--- src/rtl/mfp_ram_port_arbiter.sv ---
// mfp_ram_port_arbiter
// Shares one dual-port RAM with a byte write mask and a 1-cycle registered
// read between requester A (CPU-side AHB-Lite decoder, default priority) and
// requester B (UART loader / DMA). B gets a guaranteed slot once it has been
// refused MAX_WAIT cycles in a row. Read data returns through a 1-stage
// tagged pipeline so only the owning requester sees rvalid.
// MAX_WAIT must lie in 1..15.
module mfp_ram_port_arbiter #(
    parameter int unsigned ADDR_WIDTH = 6,
    parameter int unsigned MAX_WAIT   = 4
) (
    input  logic                  HCLK,
    input  logic                  HRESET,

    input  logic                  a_req,
    input  logic                  a_write,
    input  logic [ADDR_WIDTH-1:0] a_addr,
    input  logic [31:0]           a_wdata,
    input  logic [3:0]            a_mask,
    output logic                  a_ready,
    output logic                  a_rvalid,
    output logic [31:0]           a_rdata,

    input  logic                  b_req,
    input  logic                  b_write,
    input  logic [ADDR_WIDTH-1:0] b_addr,
    input  logic [31:0]           b_wdata,
    input  logic [3:0]            b_mask,
    output logic                  b_ready,
    output logic                  b_rvalid,
    output logic [31:0]           b_rdata,

    output logic [ADDR_WIDTH-1:0] ram_read_addr,
    output logic [ADDR_WIDTH-1:0] ram_write_addr,
    output logic [31:0]           ram_write_data,
    output logic [3:0]            ram_write_mask,
    input  logic [31:0]           ram_read_data
);

    typedef enum logic {PRIO_A, PRIO_B}   mode_t;
    typedef enum logic {OWNER_A, OWNER_B} owner_t;

    localparam logic [3:0] LP_LAST_WAIT = 4'(MAX_WAIT - 1);

    mode_t                 r_mode;
    mode_t                 w_mode_next;
    logic [3:0]            r_wait_cnt;
    logic [3:0]            w_wait_cnt_next;
    logic                  r_rvalid;
    owner_t                r_owner;
    logic [ADDR_WIDTH-1:0] r_last_addr;

    logic                  w_grant_a;
    logic                  w_grant_b;
    logic [ADDR_WIDTH-1:0] w_addr;
    logic [31:0]           w_wdata;
    logic [3:0]            w_wmask;
    logic                  w_read_accept;
    owner_t                w_read_owner;

    // Grant: the mode only matters when both requesters ask in the same cycle.
    always_comb begin
        w_grant_a = 1'b0;
        w_grant_b = 1'b0;
        if (r_mode == PRIO_A) begin
            w_grant_a = a_req;
            w_grant_b = b_req & ~a_req;
        end else begin
            w_grant_b = b_req;
            w_grant_a = a_req & ~b_req;
        end
    end

    // Next mode and starvation counter; PRIO_B is entered only for the one
    // cycle in which B must be forced through.
    always_comb begin
        w_mode_next     = r_mode;
        w_wait_cnt_next = r_wait_cnt;
        if (!b_req || w_grant_b) begin
            w_wait_cnt_next = '0;
        end else if (r_wait_cnt != 4'hF) begin
            w_wait_cnt_next = r_wait_cnt + 4'd1;
        end
        case (r_mode)
            PRIO_A:  if (b_req && !w_grant_b && (r_wait_cnt == LP_LAST_WAIT)) w_mode_next = PRIO_B;
            PRIO_B:  if (w_grant_b || !b_req) w_mode_next = PRIO_A;
            default: w_mode_next = PRIO_A;
        endcase
    end

    // RAM drive mux; with no grant the address falls back to the registered
    // last address so the RAM never sees an undriven value.
    always_comb begin
        w_addr        = r_last_addr;
        w_wdata       = '0;
        w_wmask       = '0;
        w_read_accept = 1'b0;
        w_read_owner  = OWNER_A;
        if (w_grant_a) begin
            w_addr        = a_addr;
            w_wdata       = a_wdata;
            w_wmask       = a_write ? a_mask : 4'b0000;
            w_read_accept = ~a_write;
            w_read_owner  = OWNER_A;
        end else if (w_grant_b) begin
            w_addr        = b_addr;
            w_wdata       = b_wdata;
            w_wmask       = b_write ? b_mask : 4'b0000;
            w_read_accept = ~b_write;
            w_read_owner  = OWNER_B;
        end
    end

    // Mode, counter, last-address and tagged read-return registers.
    always_ff @(posedge HCLK) begin
        if (HRESET) begin
            r_mode      <= PRIO_A;
            r_wait_cnt  <= '0;
            r_rvalid    <= 1'b0;
            r_owner     <= OWNER_A;
            r_last_addr <= '0;
        end else begin
            r_mode      <= w_mode_next;
            r_wait_cnt  <= w_wait_cnt_next;
            r_rvalid    <= w_read_accept;
            r_last_addr <= w_addr;
            if (w_read_accept) begin
                r_owner <= w_read_owner;
            end
        end
    end

    assign a_ready        = w_grant_a;
    assign b_ready        = w_grant_b;

    assign ram_read_addr  = w_addr;
    assign ram_write_addr = w_addr;
    assign ram_write_data = w_wdata;
    // Writes are blocked while reset is held so the RAM sees a zero mask.
    assign ram_write_mask = HRESET ? 4'b0000 : w_wmask;

    // A reset arriving in the return cycle kills the pending read pulse.
    assign a_rvalid       = r_rvalid & (r_owner == OWNER_A) & ~HRESET;
    assign b_rvalid       = r_rvalid & (r_owner == OWNER_B) & ~HRESET;
    assign a_rdata        = ram_read_data;
    assign b_rdata        = ram_read_data;

endmodule

--- config.mk ---
export PLATFORM = sky130hd
export DESIGN_NAME = mfp_ram_port_arbiter
export DESIGN_NICKNAME = d
export VERILOG_FILES = /design/src/rtl/mfp_ram_port_arbiter.sv
export SDC_FILE = /design/constraint.sdc
export NUM_CORES = 1
export LEC_CHECK = 0
export BUFFER_PORTS_ARGS = -buffer_cell sky130_fd_sc_hd__clkbuf_2
export CAP_MARGIN = 40
export CORE_AREA = 3 3 92 94
export CTS_CLUSTER_DIAMETER = 40
export CTS_CLUSTER_SIZE = 28
export DETAILED_ROUTE_END_ITERATION = 10
export DIE_AREA = 0 0 95 97
export GPL_TIMING_DRIVEN = 0
export SLEW_MARGIN = 20
export SYNTH_ARGS = -nofsm -noshare
export SYNTH_HDL_FRONTEND = slang
export SYNTH_SLANG_ARGS = --single-unit
--- constraint.sdc ---
create_clock -name HCLK -period 4.2 [get_ports HCLK]
set_input_delay 0.84 -clock HCLK [delete_from_list [all_inputs] [get_ports HCLK]]
set_output_delay 0.84 -clock HCLK [all_outputs]
set_load 0.01 [all_outputs]
==> impl_metrics.json, run 1 <==
{
  "ff2ff_path_depth": 6,
  "route.met3.wl_microns": 714,
  "peakVddDrop_mv": 0.0796,
  "hold_path.class": "reg -> reg",
  "yosysWarnings": 0,
  "hold_viol": 0,
  "fillers": 801,
  "dpl.hpwl_microns": 6020,
  "clock_latency_ns": 0.25,
  "synth_compound_area_share_pct": 32.5,
  "cp_common_cell": "clkbuf_2",
  "rr_endpoint": "r_rvalid",
  "cts_setup_buffers": 0,
  "wl_met2_microns": 3610,
  "worstReg2RegStart": "r_mode",
  "maxSlewHeadroom_pct": 57.5,
  "crit_path_max_incr_delay_ns": 0.34,
  "synth_fp_nets": 320,
  "start_kind": "primary input",
  "initial_utilization_pct": 22.1,
  "viasPerCell": 4.23,
  "netlist_instances": 197,
  "cts_tree": "done",
  "crit_family": "buffers and inverters",
  "die_w_microns": 95,
  "muxShareOfSynthArea_pct": 0.587,
  "grt_pass1_wl_microns": 10100,
  "cts.sinks": 13,
  "grt_use_total_pct": 13.7,
  "grt_pass1_vias": 2095,
  "period_needed_ns": 2.96,
  "core_sq_um": 7730,
  "hold_depth": 1,
  "die_h_microns": 97,
  "postCtsResizedCells": 0,
  "final_max_slew_viol_count": 0,
  "status": "finished, final reports clean",
  "highest_layer": "met4",
  "finalSetupViolCount": 0,
  "htree_levels": 1,
  "rsz0062_at_grt": "no",
  "pin_count": 238,
  "min_to": "r_mode",
  "antenna_found_initial": 0,
  "maxClockFrequency_ghz": 0.338,
  "period_share_pct": 70.5,
  "gp_congestion": 0.702,
  "powerDensity_nw_per_um2": 184,
  "layout_setup_ws_ns": 1.24,
  "drt_iter0_drc": 43,
  "synth-seq-cells": 13,
  "clk_path_buf_depth": 2,
  "synth_simple_gate_area_share_pct": 13.3,
  "leakagePower_nw": 1.72,
  "required_ns": 3.36,
  "end_kind": "output pin",
  "fin_tns_setup_ns": 0,
  "drc_errors": 0,
  "drt_wl_total_microns": 6880,
  "worst_pin_slew_ns": 0.637,
  "grt-ovfl-total": 0,
  "worst-path-stages": 7,
  "num_rows": 32,
  "grt_max_degree": 11,
  "syn_area_sq_um": 1710,
  "critPathBufInv": 4,
  "syn_avg_cell_area_sq_um": 8.66,
  "crit_type": "in -> out",
  "portBuffers": 205,
  "dp_slack_ns": 1.20,
  "cts.clk_slew.worst_paths_ns": 0.06,
  "wl_met1_microns": 2440,
  "detail-route-antenna-nets": 0,
  "cts-root-buf": "clkbuf_8",
  "crit_chain": "clkbuf_2 > a21bo_1 > buf_6 > nor2_1 > a211oi_1 > buf_4 > clkbuf_2",
  "cts-buffers-inserted": 3,
  "syn_to_final_growth_pct": 70.3,
  "rrSetupSlack_ns": 2.87,
  "hp-start": "r_wait_cnt[3]",
  "final_layout_size_suffix_gt1_share_pct": 74.1,
  "synth_xor_xnor_area_share_pct": 0.513,
  "slowest_stage": "a211oi_1",
  "dieArea_sq_um": 9220,
  "worstPathArrival_ns": 2.12,
  "synth.distinct_cells": 32,
  "dr_total_vias": 2147,
  "n_antenna_cell": 0,
  "clock_skew_ns": 0.00796,
  "routedWlPerCell_microns": 13.5,
  "cap_violations": 0,
  "nets": 530,
  "ys_seq_area_share_pct": 15.2,
  "firstDrtPassIters": 4,
  "cp-startpoint": "a_req",
  "crit_fanout": 8,
  "synth_top_family_by_area": "buffers and inverters",
  "hold_buffers": 0,
  "synthAdderAreaFrac_pct": 0.733
}
synthesized netlist by cell type, drive strengths merged:
cell     number  share of area [%]
buf          80                 36
a22o         36                 18
nor2         17                3.7
dfxtp        13                 15
a211oi        7                3.4
nor2b         7                3.0
a2111oi       6                5.3
o21ba         6                3.5
nor3          3                1.5
a31oi         2               0.73
inv           2               0.44
nand2b        2                1.2
nand3         2               0.59
nor3b         2               0.88
a21bo         1               0.59
a32oi         1               0.51
and2          1               0.37
and3          1               0.37
and3b         1               0.51
clkbuf        1               0.22
clkinv        1               0.51
ha            1               0.73
mux2i         1               0.59
nand2         1               0.22
nor4b         1               0.88
xnor2         1               0.51
state kept, by name (all words and copies together) (netlist names):
signal,cells
r_wait_cnt,4
r_owner,1
r_rvalid,1
r_mode,1
r_last_addr,6
report_power, final:
part	internal, mW	leakage (nW)	switching [mW]	total [mW]
Clock	0.0656	0.0255	0.0492	0.115
Sequential	0.129	0.107	0.00201	0.131
Combinational	0.158	1.59	0.130	0.288
Total	0.353	1.72	0.181	0.534
worst reg2reg max path: cells and delay by family (launching register included):
kind / cells / cell delay [ns]
buffers and inverters: 3 / 0.43
DFF: 1 / 0.43
AOI/OAI and AO/OA: 2 / 0.30
and+or+nand+nor: 1 / 0.05
through the flow:
step | power, mW | hold WS (ns) | area (sq um) | cells | util (%)
CTS | 0.541 | 0.506 | 2910 | 508 | 37.6
floorplan | 0.298 | 0.474 | 1710 | 197 | -
finish | 0.534 | 0.507 | 2910 | 508 | 37.6
detailed placement | 0.426 | 0.508 | 2860 | 504 | 37.0
global route | 0.569 | 0.525 | 2910 | 508 | 37.6
global placement | 0.424 | 0.495 | 2860 | 504 | 37.0
cell usage in the layout, fill, tap and decap left out:
cell,n
a2111oi_2,6
a211oi_1,6
a211oi_2,1
a21bo_1,1
a22o_1,36
a31oi_1,2
a32oi_1,1
and2_1,1
and3_1,1
and3b_1,1
buf_2,2
buf_4,73
buf_6,5
clkbuf_1,1
clkbuf_2,205
clkbuf_8,3
clkinv_2,1
clkinv_4,1
dfxtp_1,13
ha_1,1
inv_1,2
mux2i_1,1
nand2_1,1
nand2b_1,1
nand2b_4,1
nand3_1,2
nor2_1,17
nor2b_1,6
nor2b_4,1
nor3_1,2
nor3_4,1
nor3b_1,2
nor4b_2,1
o21ba_1,6
xnor2_1,1
kinds of logic after synthesis:
group / after synthesis
compound gates: 59
buf+inv: 84
simple gates: 38
flops: 13
xor+xnor: 1
fa+ha+maj: 1
mux: 1
worst max-delay path by stage:
stage | to
finish | ram_write_addr[4]
CTS | ram_write_addr[4]
floorplan | ram_write_addr[0]
detailed placement | ram_write_addr[4]
global placement | ram_write_addr[4]
global route | ram_write_addr[4]
routing by layer:
metal / GRT usage, % / vias up
met5: 0 / -
met3: 2.72 / 11
li1: - / 1063
met2: 26.9 / 129
met1: 14.4 / 944
met4: 3.33 / 0
layout make-up:
class | count | area, sq um | share of cell area, %
Timing Repair Buffer | 205 | 1030 | 35.3
Sequential cell | 13 | 260 | 8.95
Multi-Input combinational cell | 100 | 812 | 27.9
Buffer | 81 | 618 | 21.3
Clock inverter | 1 | 5.00 | 0.172
Tap cell | 102 | 128 | 4.39
Clock buffer | 3 | 41.3 | 1.42
Inverter | 3 | 16.3 | 0.560
(Power assumes the default switching activity.)
==> run 2: changes to the inputs <==
--- a/config.mk
+++ b/config.mk
@@ -7,11 +7,11 @@
 export LEC_CHECK = 0
 export BUFFER_PORTS_ARGS = -buffer_cell sky130_fd_sc_hd__clkbuf_2
 export CAP_MARGIN = 40
-export CORE_AREA = 3 3 92 94
+export CORE_AREA = 3 3 91 93
 export CTS_CLUSTER_DIAMETER = 40
 export CTS_CLUSTER_SIZE = 28
 export DETAILED_ROUTE_END_ITERATION = 10
-export DIE_AREA = 0 0 95 97
+export DIE_AREA = 0 0 94 96
 export GPL_TIMING_DRIVEN = 0
 export SLEW_MARGIN = 20
 export SYNTH_ARGS = -nofsm -noshare
==> constraint.sdc (replaced) <==
create_clock -name HCLK -period 2.85 [get_ports HCLK]
set_input_delay 0.57 -clock HCLK [delete_from_list [all_inputs] [get_ports HCLK]]
set_output_delay 0.57 -clock HCLK [all_outputs]
set_load 0.01 [all_outputs]
==> impl_metrics.json, run 2 (synthesized netlist as in run 1, its figures left out) <==
{
  "status": "finished, final reports clean",
  "final_max_slew_viol_count": 0,
  "regMostFlops": "r_last_addr",
  "ff2ff_path_depth": 6,
  "finalSetupViolCount": 0,
  "rsz0062_at_grt": "no",
  "die_w_microns": 94,
  "clock_skew_ns": 0.00239,
  "top_regs": "r_last_addr x6, r_wait_cnt x4",
  "num_rows": 32,
  "start_kind": "primary input",
  "fin_tns_setup_ns": 0,
  "cts.sinks": 13,
  "clock_power_share_pct": 21.3,
  "drc_errors": 0,
  "dpl.hpwl_microns": 6300,
  "rr_endpoint": "r_rvalid",
  "slowest_stage": "a211oi_1",
  "hp-start": "r_wait_cnt[3]",
  "end_kind": "output pin",
  "drt_wl_total_microns": 7060,
  "cts_tree": "done",
  "die_h_microns": 96,
  "layout_common_cells": "clkbuf_2 (205), buf_4 (73), a22o_1 (36), nor2_1 (17), dfxtp_1 (13)",
  "routedWlPerCell_microns": 13.9,
  "cts_setup_buffers": 0,
  "hold_depth": 1,
  "crit_type": "in -> out",
  "largest_reg_flops": 6,
  "portBuffers": 205,
  "nets": 530,
  "final_common_cell": "clkbuf_2",
  "critPathBufInv": 4,
  "min_to": "r_mode",
  "crit_fanout": 10,
  "dp_slack_ns": 0.451,
  "period_share_pct": 84.1,
  "cp_common_cell": "clkbuf_2",
  "drt_iter0_drc": 59,
  "crit_chain": "clkbuf_2 > buf_6 > nor2b_4 > o21ba_1 > a211oi_1 > buf_4 > clkbuf_2",
  "n_antenna_cell": 0,
  "htree_levels": 1,
  "cts.clk_slew.worst_paths_ns": 0.05,
  "hold_path.class": "reg -> reg",
  "crit_family": "buffers and inverters",
  "syn_to_final_growth_pct": 70.2,
  "worstPathArrival_ns": 1.83,
  "postCtsResizedCells": 0,
  "firstDrtPassIters": 4,
  "viasPerCell": 4.26,
  "hold_viol": 0,
  "crit_path_max_incr_delay_ns": 0.32,
  "switching_share_pct": 33.5,
  "leakagePower_nw": 1.72,
  "pin_count": 238,
  "grt_use_total_pct": 13.6,
  "clock_latency_ns": 0.25,
  "dr_total_vias": 2164,
  "maxClockFrequency_ghz": 0.417,
  "maxSlewHeadroom_pct": 62.9,
  "hold_buffers": 0,
  "cap_violations": 0,
  "clk_path_buf_depth": 2,
  "detail-route-antenna-nets": 0,
  "core_sq_um": 7610,
  "grt_pass1_vias": 1946,
  "rrSetupSlack_ns": 1.52,
  "powerDensity_nw_per_um2": 271,
  "cp-startpoint": "b_req",
  "cts-root-buf": "clkbuf_8",
  "layout_setup_ws_ns": 0.454,
  "worst_pin_slew_ns": 0.557,
  "seqPwrFrac_pct": 24.6,
  "p_int_mw": 0.523,
  "antenna_found_initial": 0,
  "cts-buffers-inserted": 3,
  "dieArea_sq_um": 9020,
  "combPwrFrac_pct": 54.1,
  "initial_utilization_pct": 22.4,
  "grt-ovfl-total": 0,
  "gp_congestion": 0.673,
  "worstReg2RegStart": "r_mode",
  "period_needed_ns": 2.40,
  "grt_max_degree": 11,
  "p_sw_mw": 0.264,
  "final_layout_size_suffix_gt1_share_pct": 73.9,
  "peakVddDrop_mv": 0.193,
  "required_ns": 2.28,
  "grt_pass1_wl_microns": 9750,
  "fillers": 795
}
==> run 2: cell types whose count changed in the layout (fill, tap and decap cells not counted), sizes merged <==
cell / before / now
clkbuf: 209 / 210
clkinv: 2 / 1
==> run 2: cell type report <==
cell class	instances	area (sq um)	area share [%]
Tap cell	102	128	4.39
Clock buffer	4	45.0	1.55
Timing Repair Buffer	205	1030	35.3
Buffer	81	618	21.3
Inverter	3	16.3	0.560
Multi-Input combinational cell	100	812	28.0
Sequential cell	13	260	8.96
==> run 2: power by group through the flow <==
| stage | clock network, mW | registers (mW) | logic [mW] |
|---|---|---|---|
| 2_1_floorplan | 0 | 0.197 | 0.242 |
| 3_3_place_gp | 0 | 0.197 | 0.428 |
| 3_5_place_dp | 0 | 0.198 | 0.430 |
| 4_1_cts | 0.174 | 0.194 | 0.433 |
| 5_1_grt | 0.187 | 0.194 | 0.462 |
| 6_report | 0.167 | 0.194 | 0.426 |
==> run 2: metal layers <==
metal | vias to the layer above | wire length (microns) | global-route usage, %
li1 | 1068 | - | -
met5 | - | 0 | 0
met2 | 122 | 3680 | 26.0
met3 | 2 | 852 | 4.61
met4 | 0 | 8 | 1.08
met1 | 972 | 2510 | 15.1
==> run 2: stage by stage <==
step / hold WS (ns) / std cells / cell area [sq um] / total power, mW / utilization (%)
after floorplan: 0.474 / 197 / 1710 / 0.439 / -
after global placement: 0.491 / 504 / 2860 / 0.625 / 37.6
after detailed placement: 0.505 / 504 / 2860 / 0.628 / 37.6
after CTS: 0.515 / 508 / 2910 / 0.801 / 38.2
after global routing: 0.537 / 508 / 2910 / 0.844 / 38.2
final: 0.514 / 508 / 2910 / 0.786 / 38.2
==> run 2: worst reg2reg max path, stage by stage (launching register included) <==
cell,delay [ns]
dfxtp_1,0.43
a21bo_1,0.16
buf_6,0.16
clkinv_4,0.11
buf_6,0.16
a32oi_1,0.16
nor2_1,0.06
==> run 2: how the worst max path moves through the flow <==
stage                                    to  slack (ns)  depth (start not counted)
final                     ram_write_addr[0]        0.45                          7
after global routing      ram_write_addr[3]        0.37                          7
after CTS                 ram_write_addr[0]        0.45                          7
after detailed placement  ram_write_addr[0]        0.45                          7
after global placement    ram_write_addr[0]        0.49                          7
after floorplan           ram_write_addr[0]        0.67                          5
==> run 3: changes to the inputs <==
--- a/config.mk
+++ b/config.mk
@@ -7,11 +7,11 @@
 export LEC_CHECK = 0
 export BUFFER_PORTS_ARGS = -buffer_cell sky130_fd_sc_hd__clkbuf_2
 export CAP_MARGIN = 40
-export CORE_AREA = 3 3 91 93
+export CORE_AREA = 3 3 92 94
 export CTS_CLUSTER_DIAMETER = 40
 export CTS_CLUSTER_SIZE = 28
 export DETAILED_ROUTE_END_ITERATION = 10
-export DIE_AREA = 0 0 94 96
+export DIE_AREA = 0 0 95 97
 export GPL_TIMING_DRIVEN = 0
 export SLEW_MARGIN = 20
 export SYNTH_ARGS = -nofsm -noshare
==> constraint.sdc (replaced) <==
create_clock -name HCLK -period 2 [get_ports HCLK]
set_input_delay 0.4 -clock HCLK [delete_from_list [all_inputs] [get_ports HCLK]]
set_output_delay 0.4 -clock HCLK [all_outputs]
set_load 0.01 [all_outputs]
==> impl_metrics.json, run 3 (synthesized netlist as in run 1, its figures left out) <==
{
  "status": "finished, final reports clean",
  "clock_skew_ns": 0.00750,
  "detail-route-antenna-nets": 0,
  "grt_max_degree": 11,
  "viasPerCell": 4.20,
  "worstReg2RegStart": "r_mode",
  "hold_depth": 1,
  "final_common_cell": "clkbuf_2",
  "crit_path_max_incr_delay_ns": 0.36,
  "leakagePower_nw": 1.76,
  "min_to": "r_mode",
  "drt_wl_total_microns": 6910,
  "cts-root-buf": "clkbuf_8",
  "peakVddDrop_mv": 0.159,
  "grt_use_total_pct": 13.8,
  "crit_chain": "nand2b_4 > and2_1 > buf_6 > buf_4 > a22o_1 > clkbuf_2",
  "grt_pass1_vias": 2097,
  "fin_cells": 512,
  "drc_errors": 0,
  "crit_type": "reg -> out",
  "cts.sinks": 13,
  "layout_setup_ws_ns": 0.0589,
  "die_h_microns": 97,
  "final_max_slew_viol_count": 0,
  "finalSetupViolCount": 0,
  "rrSetupSlack_ns": 0.79,
  "multi_input_area_sq_um": 845,
  "core_sq_um": 7730,
  "initial_utilization_pct": 22.1,
  "cts-buffers-inserted": 3,
  "regMostFlops": "r_last_addr",
  "cts_tree": "done",
  "hold_buffers": 0,
  "rsz0062_at_grt": "yes",
  "n_antenna_cell": 0,
  "cap_violations": 0,
  "period_needed_ns": 1.94,
  "syn_to_final_growth_pct": 75.9,
  "clock_power_share_pct": 21.0,
  "largest_reg_flops": 6,
  "end_kind": "output pin",
  "worst_pin_slew_ns": 0.341,
  "clock_latency_ns": 0.25,
  "die_w_microns": 95,
  "hold_path.class": "reg -> reg",
  "powerDensity_nw_per_um2": 378,
  "fillers": 799,
  "top_regs": "r_last_addr x6, r_wait_cnt x4",
  "crit_fanout": 10,
  "num_rows": 32,
  "htree_levels": 1,
  "dieArea_sq_um": 9220,
  "clk_path_buf_depth": 2,
  "portBuffers": 205,
  "switching_share_pct": 33.8,
  "layout_common_cells": "clkbuf_2 (200), buf_4 (76), a22o_1 (36), nor2_1 (16), dfxtp_1 (12)",
  "final_layout_size_suffix_gt1_share_pct": 76.6,
  "grt_pass1_wl_microns": 10200,
  "pin_count": 238,
  "ff2ff_path_depth": 5,
  "critPathBufInv": 3,
  "drt_iter0_drc": 17,
  "slowest_stage": "dfxtp_4",
  "hp-start": "r_wait_cnt[3]",
  "power_mw": 1.13,
  "place_inst": 504,
  "required_ns": 1.60,
  "maxClockFrequency_ghz": 0.515,
  "hold_viol": 0,
  "register_area_sq_um": 264,
  "maxSlewHeadroom_pct": 77.3,
  "routedWlPerCell_microns": 13.5,
  "p_int_mw": 0.751,
  "gp_congestion": 0.702,
  "period_share_pct": 97.1,
  "firstDrtPassIters": 4,
  "grt-ovfl-total": 0,
  "combPwrFrac_pct": 54.8,
  "rr_endpoint": "r_last_addr[0]",
  "p_sw_mw": 0.383,
  "dpl.hpwl_microns": 6020,
  "nets": 534,
  "seqPwrFrac_pct": 24.2,
  "dp_slack_ns": -0.122,
  "antenna_found_initial": 0,
  "cts.clk_slew.worst_paths_ns": 0.06,
  "start_kind": "register",
  "dr_total_vias": 2152,
  "crit_family": "buffers and inverters",
  "worstPathArrival_ns": 1.54
}
## run 3: worst max-delay path by stage
stage	startpoint	to	slack, ns	depth (start not counted)
after floorplan	b_req	ram_write_addr[0]	0.16	5
after global placement	b_req	ram_write_addr[4]	-0.1	7
after detailed placement	a_req	ram_write_addr[4]	-0.12	7
after CTS	r_mode	ram_write_data[11]	-0.01	6
after global routing	r_mode	ram_write_mask[2]	-0.01	6
final	r_mode	ram_write_data[28]	0.06	6
## run 3: metrics by stage
step	setup TNS [ns]	instance area (sq um)	hold WS (ns)	utilization, %
final	0	3000	0.500	38.8
after global routing	-0.0378	3000	0.515	38.8
after CTS	-0.0449	2930	0.498	37.9
after detailed placement	-0.312	2860	0.508	37.0
after global placement	-0.174	2860	0.495	37.0
after floorplan	0	1710	0.474	-
## run 3: worst register-to-register path, cell delays in order, from the launching register on
cell	delay [ns]
dfxtp_4	0.36
a21bo_1	0.18
buf_6	0.15
buf_4	0.14
nor2_1	0.19
a2111oi_2	0.07
## run 3: cell type report
cell class,instances,share of cell area (%)
Timing Repair Buffer,210,35.8
Tap cell,102,4.25
Clock inverter,1,0.167
Inverter,3,0.625
Buffer,80,20.8
Multi-Input combinational cell,100,28.1
Sequential cell,13,8.80
Clock buffer,3,1.38
## run 3: routing by layer
layer	global-route usage, %	vias to the layer above	wire [microns]
met1	14.5	950	2430
met4	3.33	0	98
li1	-	1068	-
met2	27.0	126	3690
met3	2.72	8	689
met5	0	-	0
## run 3: power groups by stage
stage | registers (mW) | clock network [mW] | logic [mW]
after floorplan | 0.280 | 0 | 0.345
after global placement | 0.281 | 0 | 0.609
after detailed placement | 0.281 | 0 | 0.614
after CTS | 0.275 | 0.243 | 0.622
after global routing | 0.276 | 0.260 | 0.676
final | 0.274 | 0.238 | 0.622
## run 3: repair_timing
| action | 4_1_cts | 5_1_grt |
|---|---|---|
| gates resized for setup | 7 | 17 |
| setup endpoints to repair | 37 | 35 |
| buffers inserted | 0 | 5 |
| gates cloned | 0 | 0 |
| pin swaps | 1 | 3 |
